## src/rtl/csr_watchdog.sv

```systemverilog
// CSR-mapped watchdog: 4-register window, prescaled countdown, pre-timeout irq, reset-request pulse.
// Latency: csr_do is combinational (0 cycles); register writes take effect on the next clk edge.
// Backpressure: none; every csr_we strobe is accepted in its cycle, misses are ignored.
module csr_watchdog #(
  parameter logic [4:0]  BASE            = 5'h04,
  parameter int unsigned PRESCALE        = 32768,
  parameter logic [7:0]  DEFAULT_TIMEOUT = 8'h0a,
  parameter logic [7:0]  KICK_VALUE      = 8'h6b,
  parameter int unsigned RST_CYCLES      = 16
) (
  input  logic       clk,
  input  logic       rst,
  input  logic [4:0] csr_a,
  input  logic       csr_we,
  input  logic [7:0] csr_di,
  output logic [7:0] csr_do,
  output logic       irq,
  output logic       wdt_rst
);

  localparam int PW = $clog2(PRESCALE);
  localparam int RW = $clog2(RST_CYCLES + 1);

  logic          en;
  logic          lock;
  logic          irq_en;
  logic          irq_status;
  logic [7:0]    timeout;
  logic [7:0]    count;
  logic          expired;
  logic [PW-1:0] presc;
  logic [RW-1:0] rst_left;

  logic          hit;
  logic          wr_ctrl;
  logic          wr_timeout;
  logic          wr_kick;
  logic          tick;
  logic          reload;
  logic          tick_live;
  logic          irq_set;
  logic          expire;

  // Address decode, tick generation and the reload/tick priority resolution
  always_comb begin
    hit        = (csr_a[4:2] == BASE[4:2]);
    wr_ctrl    = csr_we && hit && (csr_a[1:0] == 2'd0);
    wr_timeout = csr_we && hit && (csr_a[1:0] == 2'd1);
    wr_kick    = csr_we && hit && (csr_a[1:0] == 2'd2);
    tick       = en && (presc == PW'(PRESCALE - 1));
    // EN rising edge by a CTRL write, or a valid kick while running
    reload     = (wr_ctrl && !lock && csr_di[0] && !en) ||
                 (wr_kick && (csr_di == KICK_VALUE) && en);
    // a reload in the same cycle swallows the tick
    tick_live  = tick && !reload && !expired;
    irq_set    = tick_live && (count == 8'd2);
    expire     = tick_live && (count <= 8'd1);
  end

  // CTRL fields: EN/LOCK frozen once locked, IRQ_EN always writable, status set beats W1C
  always_ff @(posedge clk) begin
    if (rst) begin
      en         <= 1'b0;
      lock       <= 1'b0;
      irq_en     <= 1'b0;
      irq_status <= 1'b0;
    end else begin
      if (wr_ctrl && !lock) begin
        en   <= csr_di[0];
        lock <= csr_di[1];
      end
      if (wr_ctrl) begin
        irq_en <= csr_di[2];
      end
      if (irq_set) begin
        irq_status <= 1'b1;
      end else if (wr_ctrl && csr_di[3]) begin
        irq_status <= 1'b0;
      end
    end
  end

  // TIMEOUT reload value, write-protected by LOCK
  always_ff @(posedge clk) begin
    if (rst) begin
      timeout <= DEFAULT_TIMEOUT;
    end else if (wr_timeout && !lock) begin
      timeout <= csr_di;
    end
  end

  // Prescaler: free-runs only while enabled, restarts on reload
  always_ff @(posedge clk) begin
    if (rst) begin
      presc <= '0;
    end else if (reload || !en || tick) begin
      presc <= '0;
    end else begin
      presc <= presc + PW'(1);
    end
  end

  // Countdown and expiry flag; COUNT parks at 0 after expiry until the next reload
  always_ff @(posedge clk) begin
    if (rst) begin
      count   <= 8'd0;
      expired <= 1'b0;
    end else if (reload) begin
      count   <= timeout;
      expired <= 1'b0;
    end else if (tick_live) begin
      if (count <= 8'd1) begin
        count   <= 8'd0;
        expired <= 1'b1;
      end else begin
        count <= count - 8'd1;
      end
    end
  end

  // Reset-request pulse length counter; reloads do not cut it short
  always_ff @(posedge clk) begin
    if (rst) begin
      rst_left <= '0;
    end else if (expire) begin
      rst_left <= RW'(RST_CYCLES);
    end else if (rst_left != '0) begin
      rst_left <= rst_left - RW'(1);
    end
  end

  // Combinational read mux; zero outside the window so several blocks can be OR-ed
  always_comb begin
    csr_do = 8'h00;
    if (hit) begin
      case (csr_a[1:0])
        2'd0:    csr_do = {4'b0000, irq_status, irq_en, lock, en};
        2'd1:    csr_do = timeout;
        2'd2:    csr_do = 8'h00;
        default: csr_do = count;
      endcase
    end
  end

  assign irq     = irq_status & irq_en;
  assign wdt_rst = (rst_left != '0);

endmodule

```

## config.mk

```make
export PLATFORM = sky130hd
export DESIGN_NAME = csr_watchdog
export DESIGN_NICKNAME = d
export VERILOG_FILES = /design/src/rtl/csr_watchdog.sv
export SDC_FILE = /design/constraint.sdc
export NUM_CORES = 1
export LEC_CHECK = 0
export ABC_AREA = 1
export BUFFER_PORTS_ARGS = -buffer_cell sky130_fd_sc_hd__buf_4
export CAP_MARGIN = 0
export CORE_MARGIN = 4
export CORE_UTILIZATION = 55
export CTS_CLUSTER_DIAMETER = 30
export DETAILED_ROUTE_END_ITERATION = 10
export GPL_ROUTABILITY_DRIVEN = 0
export PLACE_DENSITY = 0.75
export SLEW_MARGIN = 15
export SYNTH_ARGS = -nofsm -noshare
export SYNTH_HDL_FRONTEND = slang
export SYNTH_SLANG_ARGS = --single-unit
export TNS_END_PERCENT = 1
```

## constraint.sdc

```tcl
create_clock -name clk -period 2.7 [get_ports clk]
set_clock_uncertainty 0.05 [all_clocks]
set_input_delay 0.54 -clock clk [delete_from_list [all_inputs] [get_ports clk]]
set_output_delay 0.54 -clock clk [all_outputs]
set_load 0.01 [all_outputs]
```

# == Word-level counts from Yosys, hierarchy flattened ==
# Index checks and enable logic that the tools add are counted.
# word_totals
reg_bits,41
word_cells,62
out_inout_bits,10
input_bits,16
# classes
reduce_logical,32
bitwise,1
n_eq_ne,6
addsub,3
n_mux,9
magnitude_cmp,1
# op_table
op,count
8-bit 2-to-1 mux,4
8-bit case mux with 3 select lines,1
1-bit logical AND,16
"15-bit by 1-bit adder with 15-bit output, second input constant",1
"15-bit equality test, second input constant",1
5-bit 2-to-1 mux,2
"8-bit by 2-bit equality test with 1-bit output, second input constant",1
"8-bit by 7-bit equality test with 1-bit output, second input constant",1
"8-bit by 1-bit less-or-equal comparator with 1-bit output, second input constant",1
"8-bit by 1-bit subtractor with 8-bit output, second input constant",1
2-bit nonzero test,3
2-bit OR reduction,3
5-bit nonzero test,1
"5-bit by 1-bit subtractor with 5-bit output, second input constant",1
1-bit zero test,4
"3-bit by 1-bit equality test with 1-bit output, second input constant",1
1-bit logical OR,3
"2-bit by 1-bit equality test with 1-bit output, second input constant",1
"2-bit equality test, second input constant",1
2-bit zero test,1
1-bit 2-to-1 mux,2
2-bit AND reduction,1
1-bit bitwise AND,1

# == Depth between registers and ports, before layout ==
# Gate-level depths: netlist of the first run.
# logic_depth
word_depth,12
ltp_mapped,12
depth_no_buf,12

# == Worst setup path before layout of the first run ==
# OpenSTA, ideal clock, no wires.
# synth_timing
path_type,in2out
start,input port csr_a[0]
end,output port csr_do[2]
t_arrival_ps,1099
path_slack_ps,1011
path_stages,5
cell_sequence,inv_2 nor2_4 inv_1 o22ai_1 nor3_1
# synth_between
elab_chain_len,3
word_cells_on_any_way,5
cone_classes,eq/ne (2); mux (2); reduce/logical (1)
# synth_lines
item,line,text
"start, declared",13,"input logic [4:0] csr_a,"
"2-bit equality test, or another cell as far along",136,case (csr_a[1:0])
8-bit case mux with 3 select lines *,136,
8-bit 2-to-1 mux *,135,if (hit) begin
"end, declared",16,"output logic [7:0] csr_do,"
# Mark *: on every way between the ends. The rest lies on a longest branch, timed or not.

# == Final worst setup path of the first run ==
# layout_timing
start,register rst_left[0]
end,output port wdt_rst
# layout_between
elab_chain_len,1
# layout_lines
item,line,text
"start, declared",32,logic [RW-1:0] rst_left;
"start signal, assigned",126,rst_left <= RW'(RST_CYCLES);
"start signal, assigned",128,rst_left <= rst_left - RW'(1);
5-bit nonzero test,146,assign wdt_rst = (rst_left != '0);
"end, declared",18,output logic wdt_rst
# Every way passes these cells.

==> flow_summary.ini, run 1 <==
[synthesis]
synth_seq_cells = 41
netlist_top_cells_count = nand2_1, nor2_1, inv_1
synth_async_sr_flop_share_pct = 0
syn_nets = 367
ys.flop_type = dfxtp_1
synth_area_per_cell_sq_um = 7.10
netlist_instances = 345
netlist_area_sq_um = 2450
yosys.area.top_type_share_pct = 33.5
synth_edf_count = 0
yosysMostFrequentCell = nand2_1
yosys.area.top_type = dfxtp_1
yosysWarnings = 0
synthTopCellsByArea = dfxtp_1, nand2_1, nor2_1, inv_1, nand4_1
yosysSeqAreaShare_pct = 33.5
synth.distinct_cells = 40

[clocking]
clock_path_buffers = 2
numCtsBuffers = 5
cts.sinks = 41
tritoncts = done
clockRootBuffer = clkbuf_8
ctsHoldBuffers = 0
htreeDepth = 2
cts_resized = 0
postCtsSetupRepairBufs = 0
clk_pin_slew_ns = 0.08
clk_latency_ns = 0.29

[floorplanning]
pin_count = 26
rows = 24
floorplan.initialDensity_pct = 56.7
die_w_um = 74.8
core_sq_um = 4320
die_area_sq_um = 5590
die_height_um = 74.8

[worst_setup_path]
arrival_ns = 1.35
crit_path_start_kind = register
slowest_stage = dfxtp_1
end_kind = primary output
crit_fanout = 5
r2r_end = count[1]$_SDFFE_PP0P_
crit_chain = inv_1 -> ha_1 -> nand4_1 -> buf_4
reg2reg_from = count[0]$_SDFFE_PP0P_
crit_required_ns = 2.11
r2r_cells = 10
critical_path.max_stage_delay_ns = 0.30
r2r_slack_ns = 0.86
worstSetupPathType = register to primary output

[timing]
timing.final.crit_share_pct = 71.9
slew_violations = 0
setup_viol = 0
tightestPinTransition_ns = 0.430
post-route-min-period_ns = 1.94
final_hold_viol_count = 0
rsz0062_at_grt = false
max_freq_mhz = 515
slew_headroom_pct = 71.2
fin_setup_tns_ns = 0

[placement]
dp_hpwl_um = 4040
placed_cells_incl_taps = 416
port_buffers = 25
place_area_sq_um = 2660

[grt]
grt_use_total_pct = 20.5
grt_first_pass_wirelength_um = 8890
antenna_found_initial = 0
grt_pass1_vias = 1959
grt_max_degree = 18
overflow = 0

[route]
vias = 2192
wl_um = 5140
viasPerCell = 5.18
ant_nets = 0
wl_per_cell_um = 12.1
dr.pass1.iters = 4
drc = 0
drt_iter0_markers = 105

[hold_path]
holdCritStartpoint = presc[14]$_SDFF_PP0_
hp-class = register to register
hold_path_end = presc[14]$_SDFF_PP0_
holdPathStages = 2

[power_and_ir_drop]
p_leak_nw = 1.18
seq_power_share_pct = 45.4
switching_share_pct = 28.0
clkPwrFrac_pct = 32.8
combPwrFrac_pct = 21.8
finalPower_w = 0.00145
p_per_area_nw_per_um2 = 525
p_int_w = 0.00105
p_sw_w = 0.000408
ir_worst_vdd_uv = 490

[run]
cap_violations = 0

[final_layout]
final_area_sq_um = 2770
final_net_count = 393
fin_util_pct = 64.0
layout.cells.non_filler = 423
areaGrowthSynthToFinish_pct = 12.9
n_fill_cell = 426
drive_gt1_share_pct = 20.8
num_antenna_cells = 0

[status]
status = finished clean
[placed cells by master (no fill, tap or decap), types with 4 or more instances in the layout]
cell	instances
a211oi_1	4
a21oi_1	13
buf_4	25
clkbuf_8	5
dfxtp_1	41
ha_1	6
inv_1	45
inv_2	6
nand2_1	72
nand3_1	18
nand4_1	18
nor2_1	46
nor2_2	16
o21ai_0	6
xor2_1	11
[per-stage QoR]
stage / hold slack [ns] / worst slack (ns)
after CTS: 0.420 / 0.733
after floorplan: 0.375 / 1.01
final: 0.418 / 0.758
after global routing: 0.445 / 0.634
after detailed placement: 0.400 / 0.548
after global placement: 0.383 / 0.635
[cells by family after synthesis]
logic type	synth area share, %
fa+ha+maj	3.06
simple gates	40.6
xor+xnor	5.00
mux	0.408
buf+inv	9.70
compound gates	7.71
flops	33.5
[worst max-delay path by stage]
stage / startpoint / end / slack (ns) / cells after the start
floorplan: csr_a[0] / csr_do[2] / 1.01 / 5
global placement: csr_di[7] / presc[12]$_SDFF_PP0_ / 0.64 / 9
detailed placement: csr_di[7] / presc[14]$_SDFF_PP0_ / 0.55 / 9
CTS: rst_left[0]$_SDFFE_PP0P_ / wdt_rst / 0.73 / 4
global route: rst_left[0]$_SDFFE_PP0P_ / wdt_rst / 0.63 / 4
finish: rst_left[0]$_SDFFE_PP0P_ / wdt_rst / 0.76 / 4
[worst max-delay path, delay by kind of cell, from the launching register on]
kind / cells / cell delay (ns)
adder cells (fa/ha/maj): 1 / 0.18
buffers and inverters: 2 / 0.34
flip-flops: 1 / 0.30
AND/OR/NAND/NOR: 1 / 0.24
[layout make-up]
cell class / instances / area (sq um) / area share (%)
Clock buffer: 5 / 68.8 / 2.49
Clock inverter: 2 / 35.0 / 1.27
Inverter: 52 / 198 / 7.14
Multi-Input combinational cell: 246 / 1390 / 50.3
Sequential cell: 41 / 821 / 29.7
Tap cell: 52 / 65.1 / 2.35
Timing Repair Buffer: 25 / 188 / 6.78
[power by group through the flow]
stage | registers [W] | clock network, W | logic [W]
4_1_cts | 0.000659 | 0.000493 | 0.000318
3_5_place_dp | 0.000673 | 0 | 0.000316
3_3_place_gp | 0.000672 | 0 | 0.000308
5_1_grt | 0.000665 | 0.000518 | 0.000366
6_report | 0.000659 | 0.000477 | 0.000317
2_1_floorplan | 0.000669 | 0 | 0.000235
[sequential cells by signal, indices dropped and copies added, names as in the netlist]
| signal | flops |
|---|---|
| count | 8 |
| timeout | 8 |
| presc | 15 |
| rst_left | 5 |
| lock | 1 |
| expired | 1 |
| en | 1 |
| irq_status | 1 |
| irq_en | 1 |
[routing by layer]
layer / global-route usage, % / vias up / share of wire, %
met5: 0 / - / 0
met4: 5.93 / 0 / 1.3
met3: 4.67 / 6 / 4.8
met2: 32.7 / 48 / 46
met1: 27.9 / 980 / 48
li1: - / 1158 / -
No activity file was read; power rests on OpenSTA's default activity.
==> run 2, diff against run 1 <==
- clock period: 2.7 -> 2 ns (I/O delays scaled with it)
==> run 2 against run 1 <==
Net effect: global-route usage down 0.28 points; sequential share of layout area down 0.40 points; clock-buffer cell count up 1; sequential power up 35%; via count up 1.6%; die area unchanged; clock power up 19%; cell area up 1.4%; worst hold slack worse by 0.11 ns; first-iteration DRC count down 15%; register-to-register slack worse by 0.64 ns; critical endpoint unchanged; largest power group unchanged.
==> flow_summary.ini, run 2 (synthesized netlist as in run 1, its figures left out) <==
[status]
status = finished clean

[clocking]
htreeDepth = 2
cts.sinks = 41
clk_latency_ns = 0.29
cts_resized = 0
numCtsBuffers = 5
postCtsSetupRepairBufs = 0
ctsHoldBuffers = 0
clockRootBuffer = clkbuf_8
clk_pin_slew_ns = 0.08
clock_path_buffers = 2
tritoncts = done

[route]
wl_um = 5140
vias = 2228
ant_nets = 0
dr.pass1.iters = 4
top_layer = met4
drt_iter0_markers = 89
drc = 0
viasPerCell = 5.18
wl_met2_um = 2400
wl_per_cell_um = 12.0
wl_met3_um = 166
met1_length_um = 2500

[placement]
port_buffers = 25
placed_cells_incl_taps = 422
dp_hpwl_um = 4120
pre_cts_ws_ns = 0.226

[timing]
slew_headroom_pct = 74.8
fin_setup_tns_ns = 0
setup_viol = 0
tightestPinTransition_ns = 0.377
rsz0062_at_grt = false
hold_slack_ns = 0.309
worst_slack_ns = 0.171
final_hold_viol_count = 0
post-route-min-period_ns = 1.83
max_freq_mhz = 547
slew_violations = 0
timing.final.crit_share_pct = 91.4

[final_layout]
multiInputGateArea_sq_um = 1390
seq_area_sq_um = 821
final_common_cell = nand2_1
reg_top3 = presc (15), count (8), timeout (8)
largest_reg_flops = 15
regMostFlops = presc
layout.cells.non_filler = 430
final_net_count = 399
areaGrowthSynthToFinish_pct = 14.4
num_antenna_cells = 0
fin_util_pct = 64.9
drive_gt1_share_pct = 22.2
n_fill_cell = 403
most-common-layout-cells = nand2_1, nor2_1, inv_1

[worst_setup_path]
crit_fanout = 5
arrival_ns = 1.38
end_kind = primary output
reg2reg_from = presc[0]$_SDFF_PP0_
crit_path_start_kind = register
worstSetupPathType = register to primary output
cp-startpoint = rst_left[0]$_SDFFE_PP0P_
crit_required_ns = 1.55

[floorplanning]
rows = 24
die_area_sq_um = 5590
core_sq_um = 4320
pin_count = 26
floorplan.initialDensity_pct = 56.7
die_height_um = 74.8
die_w_um = 74.8

[grt]
antenna_found_initial = 0
grt_use_total_pct = 20.2
grt_pass1_vias = 2030
grt_first_pass_wirelength_um = 8760
overflow = 0
grt_max_degree = 18

[hold_path]
holdCritStartpoint = csr_di[1]
hp-class = primary input to register

[power_and_ir_drop]
ir_worst_vdd_uv = 730
p_leak_nw = 1.20
p_per_area_nw_per_um2 = 672

[run]
cap_violations = 0
## run 2: cell types whose count changed in the layout (fill, tap and decap cells not counted), sizes merged
cell,previous run,this run
buf,25,31
bufinv,1,0
clkbuf,5,6
clkinv,1,2
## run 2: final cells by class
type,instances,area share (%)
multi-input combinational,246,49.6
clock buffer,6,2.94
tap,52,2.32
timing repair buffer,31,8.30
clock inverter,2,0.491
sequential,41,29.3
inverter,52,7.05
## run 2: per-stage QoR
| stage | cell area (sq um) | total power (W) |
|---|---|---|
| final | 2810 | 0.00188 |
| after global routing | 2810 | 0.00199 |
| after CTS | 2810 | 0.00191 |
| after detailed placement | 2710 | 0.00133 |
| after global placement | 2710 | 0.00132 |
| after floorplan | 2450 | 0.00122 |
## run 2: worst paths after layout
kind	endpoint	slack, ns	depth (start not counted)
worst max-delay path	wdt_rst	0.17	4
worst min-delay path	timeout[1]$_SDFFE_PP1P_	0.31	3
worst max register to register	count[2]$_SDFFE_PP0P_	0.22	8
worst min register to register	presc[14]$_SDFF_PP0_	0.40	2
## run 2: worst max-delay path: stages (launching register included)
cell	delay [ns]
dfxtp_1	0.30
inv_1	0.12
ha_1	0.18
nand4_1	0.25
buf_4	0.24
## run 2: routing by layer
metal  global-route usage [%]  vias up
met5                        0        -
met1                     26.5     1016
met4                     7.11        0
met2                     33.0       41
li1                         -     1164
met3                     4.41        7
## run 2: power by group
group	internal [W]	total (W)	switching (W)
Clock	0.000280	0.000569	0.000289
Combinational	0.000182	0.000425	0.000243
Sequential	0.000867	0.000890	0.0000230
Total	0.00133	0.00188	0.000555
==> run 3, diff against run 2 <==
- ABC_AREA: 1 -> unset
- PLACE_DENSITY: 0.75 -> 0.76
==> run 3 against run 2 <==
Net effect: critical path depth is 2 higher; wire length shrank 4.3%; combinational power is 3% higher; worst setup slack worse by 0.062 ns; clock-buffer cell count shrank 1; global-route usage is 0.60 points lower; first-iteration DRC count is 9.0% lower; flip-flop and latch count unchanged; total power increased by 6.3%; clock power rose by 14%; critical path type is now register to register; largest power group unchanged.
==> flow_summary.ini, run 3 <==
[synthesis]
synth_mux_area_share_pct = 8.19
synthAdderAreaFrac_pct = 3.41
synth_async_sr_flop_share_pct = 0
yosysWarnings = 0
yosys.area.top_type = dfxtp_1
synth-xor-area-share_pct = 5.97
yosysSeqAreaShare_pct = 37.3
synth_edf_count = 0
syn_nets = 282
synth_area_per_cell_sq_um = 8.46
yosysMostFrequentCell = nor2_1
netlist_top_cells_count = nor2_1, dfxtp_1, mux2i_1
synth_seq_cells = 41
synth_compound_area_share_pct = 10.4
yosys.area_share.simple_pct = 30.9
synthTopCellsByArea = dfxtp_1, nor2_1, mux2i_1, xnor2_1, ha_1
netlist_area_sq_um = 2200
synth_top_family_by_area = simple AND/OR/NAND/NOR gates
netlist_instances = 260
yosys.area.top_type_share_pct = 37.3
synth.distinct_cells = 43
ys.flop_type = dfxtp_1

[final_layout]
drive_gt1_share_pct = 20.2
multiInputGateArea_sq_um = 1300
n_fill_cell = 302
areaGrowthSynthToFinish_pct = 19.5
seq_area_sq_um = 821
reg_top3 = presc (15), count (8), timeout (8)
regMostFlops = presc
num_antenna_cells = 0
most-common-layout-cells = nor2_1, dfxtp_1, buf_4
final_net_count = 319
final_common_cell = nor2_1
largest_reg_flops = 15

[floorplanning]
floorplan.initialDensity_pct = 58.3
core_sq_um = 3770
die_w_um = 71.2
die_area_sq_um = 5080
pin_count = 26
die_height_um = 71.2
rows = 22

[power_and_ir_drop]
seq_power_share_pct = 45.7
p_leak_nw = 1.11
combPwrFrac_pct = 21.8
clkPwrFrac_pct = 32.5
ir_worst_vdd_uv = 414
p_per_area_nw_per_um2 = 762
switching_share_pct = 27.4
p_sw_w = 0.000548
p_int_w = 0.00145

[grt]
grt_first_pass_wirelength_um = 7930
antenna_found_initial = 0
grt_use_total_pct = 19.6
overflow = 0
grt_pass1_vias = 1774
grt_max_degree = 25

[timing]
setup_viol = 0
slew_violations = 0
post-route-min-period_ns = 1.89
rsz0062_at_grt = true
tightestPinTransition_ns = 0.487
worst_slack_ns = 0.109
max_freq_mhz = 529
slew_headroom_pct = 67.4
final_hold_viol_count = 0
fin_setup_tns_ns = 0
timing.final.crit_share_pct = 94.5

[hold_path]
hp-class = primary input to register
hold_path_end = timeout[6]$_SDFFE_PP0P_
holdCritStartpoint = csr_di[6]
holdPathStages = 3

[worst_setup_path]
worstSetupPathType = register to register
arrival_ns = 2.03
crit_fanout = 8
r2r_end = count[3]$_SDFFE_PP0P_
r2r_cells = 6
reg2reg_from = count[7]$_SDFFE_PP0P_
crit_path_start_kind = register
crit_required_ns = 2.14
end_kind = register
r2r_slack_ns = 0.11

[placement]
port_buffers = 25
pre_cts_ws_ns = 0.0627
dp_hpwl_um = 3620

[clocking]
tritoncts = done
clock_path_buffers = 2
ctsHoldBuffers = 0
clk_latency_ns = 0.30
numCtsBuffers = 5
cts.sinks = 41
htreeDepth = 2
clk_pin_slew_ns = 0.08
clockRootBuffer = clkbuf_8

[run]
cap_violations = 0

[route]
vias = 1960
viasPerCell = 5.68
drc = 0
ant_nets = 0
dr.pass1.iters = 6
wl_per_cell_um = 14.3
wl_um = 4920
drt_iter0_markers = 81

[status]
status = finished clean
run 3: cell count changes after synthesis, sizes merged, moves of 5 or more:
cell    previous run  this run
nand2             77        14
xor2              11         4
mux2i              1        18
a21oi             16        11
nand3             23         9
nand4             20         7
nor3               3         9
clkbuf             1         7
inv               52        11
xnor2              3        11
run 3: through the flow:
stage	utilization (%)	power, W	hold slack, ns	instance area [sq um]	cells
floorplan	-	0.00121	0.368	2200	260
global placement	66.4	0.00135	0.380	2500	336
detailed placement	66.4	0.00136	0.390	2500	336
CTS	69.1	0.00200	0.291	2610	343
global route	69.7	0.00210	0.294	2630	345
finish	69.7	0.00200	0.291	2630	345
run 3: worst max path at each step:
stage / from / endpoint / cells past startpoint
after floorplan: rst_left[0]$_SDFFE_PP0P_ / wdt_rst / 4
after global placement: csr_a[0] / count[7]$_SDFFE_PP0P_ / 6
after detailed placement: csr_a[0] / count[1]$_SDFFE_PP0P_ / 6
after CTS: presc[0]$_SDFF_PP0_ / rst_left[3]$_SDFFE_PP0P_ / 6
after global routing: count[5]$_SDFFE_PP0P_ / count[3]$_SDFFE_PP0P_ / 6
final: count[7]$_SDFFE_PP0P_ / count[3]$_SDFFE_PP0P_ / 6
run 3: cell type report:
type,count,area share [%]
inverters,11,1.57
clock inverters,2,1.33
well taps,48,2.28
flip-flops and latches,41,31.2
multi-input cells,198,49.5
clock buffers,5,2.62
repair buffers,40,11.4
run 3: routing by layer:
metal	up-vias	wire (um)	global-route usage, %	share of wire, %
met5	-	0	0	0
met4	0	59	6.05	1.2
met3	7	284	5.47	5.8
met2	51	2530	34.7	51
met1	920	2050	23.0	42
li1	982	-	-	-
run 3: worst max-delay path, cell delays in order (launching register included):
cell and delay, ns:
dfxtp_1 0.33, or4_4 0.58, nor4_4 0.29, buf_4 0.21, nor2_1 0.04, mux2i_1 0.17
a211oi_1 0.10
run 3: power by group through the flow:
| stage | registers (W) | logic [W] | clock network [W] |
|---|---|---|---|
| 2_1_floorplan | 0.000919 | 0.000291 | 0 |
| 3_3_place_gp | 0.000926 | 0.000420 | 0 |
| 3_5_place_dp | 0.000928 | 0.000427 | 0 |
| 4_1_cts | 0.000909 | 0.000433 | 0.000660 |
| 5_1_grt | 0.000923 | 0.000490 | 0.000690 |
| 6_report | 0.000916 | 0.000437 | 0.000651 |
run 3: kinds of logic after synthesis:
logic type / after synthesis
AOI/OAI and AO/OA: 33
adders and majority gates: 6
DFF: 41
xor gates and xnor gates: 15
and+or+nand+nor: 126
muxes: 18
buffers and inverters: 21
run 3: what timing repair did:
item	CTS	global route
resized for setup	0	2
setup buffers	0	2
setup endpoints to repair	0	11
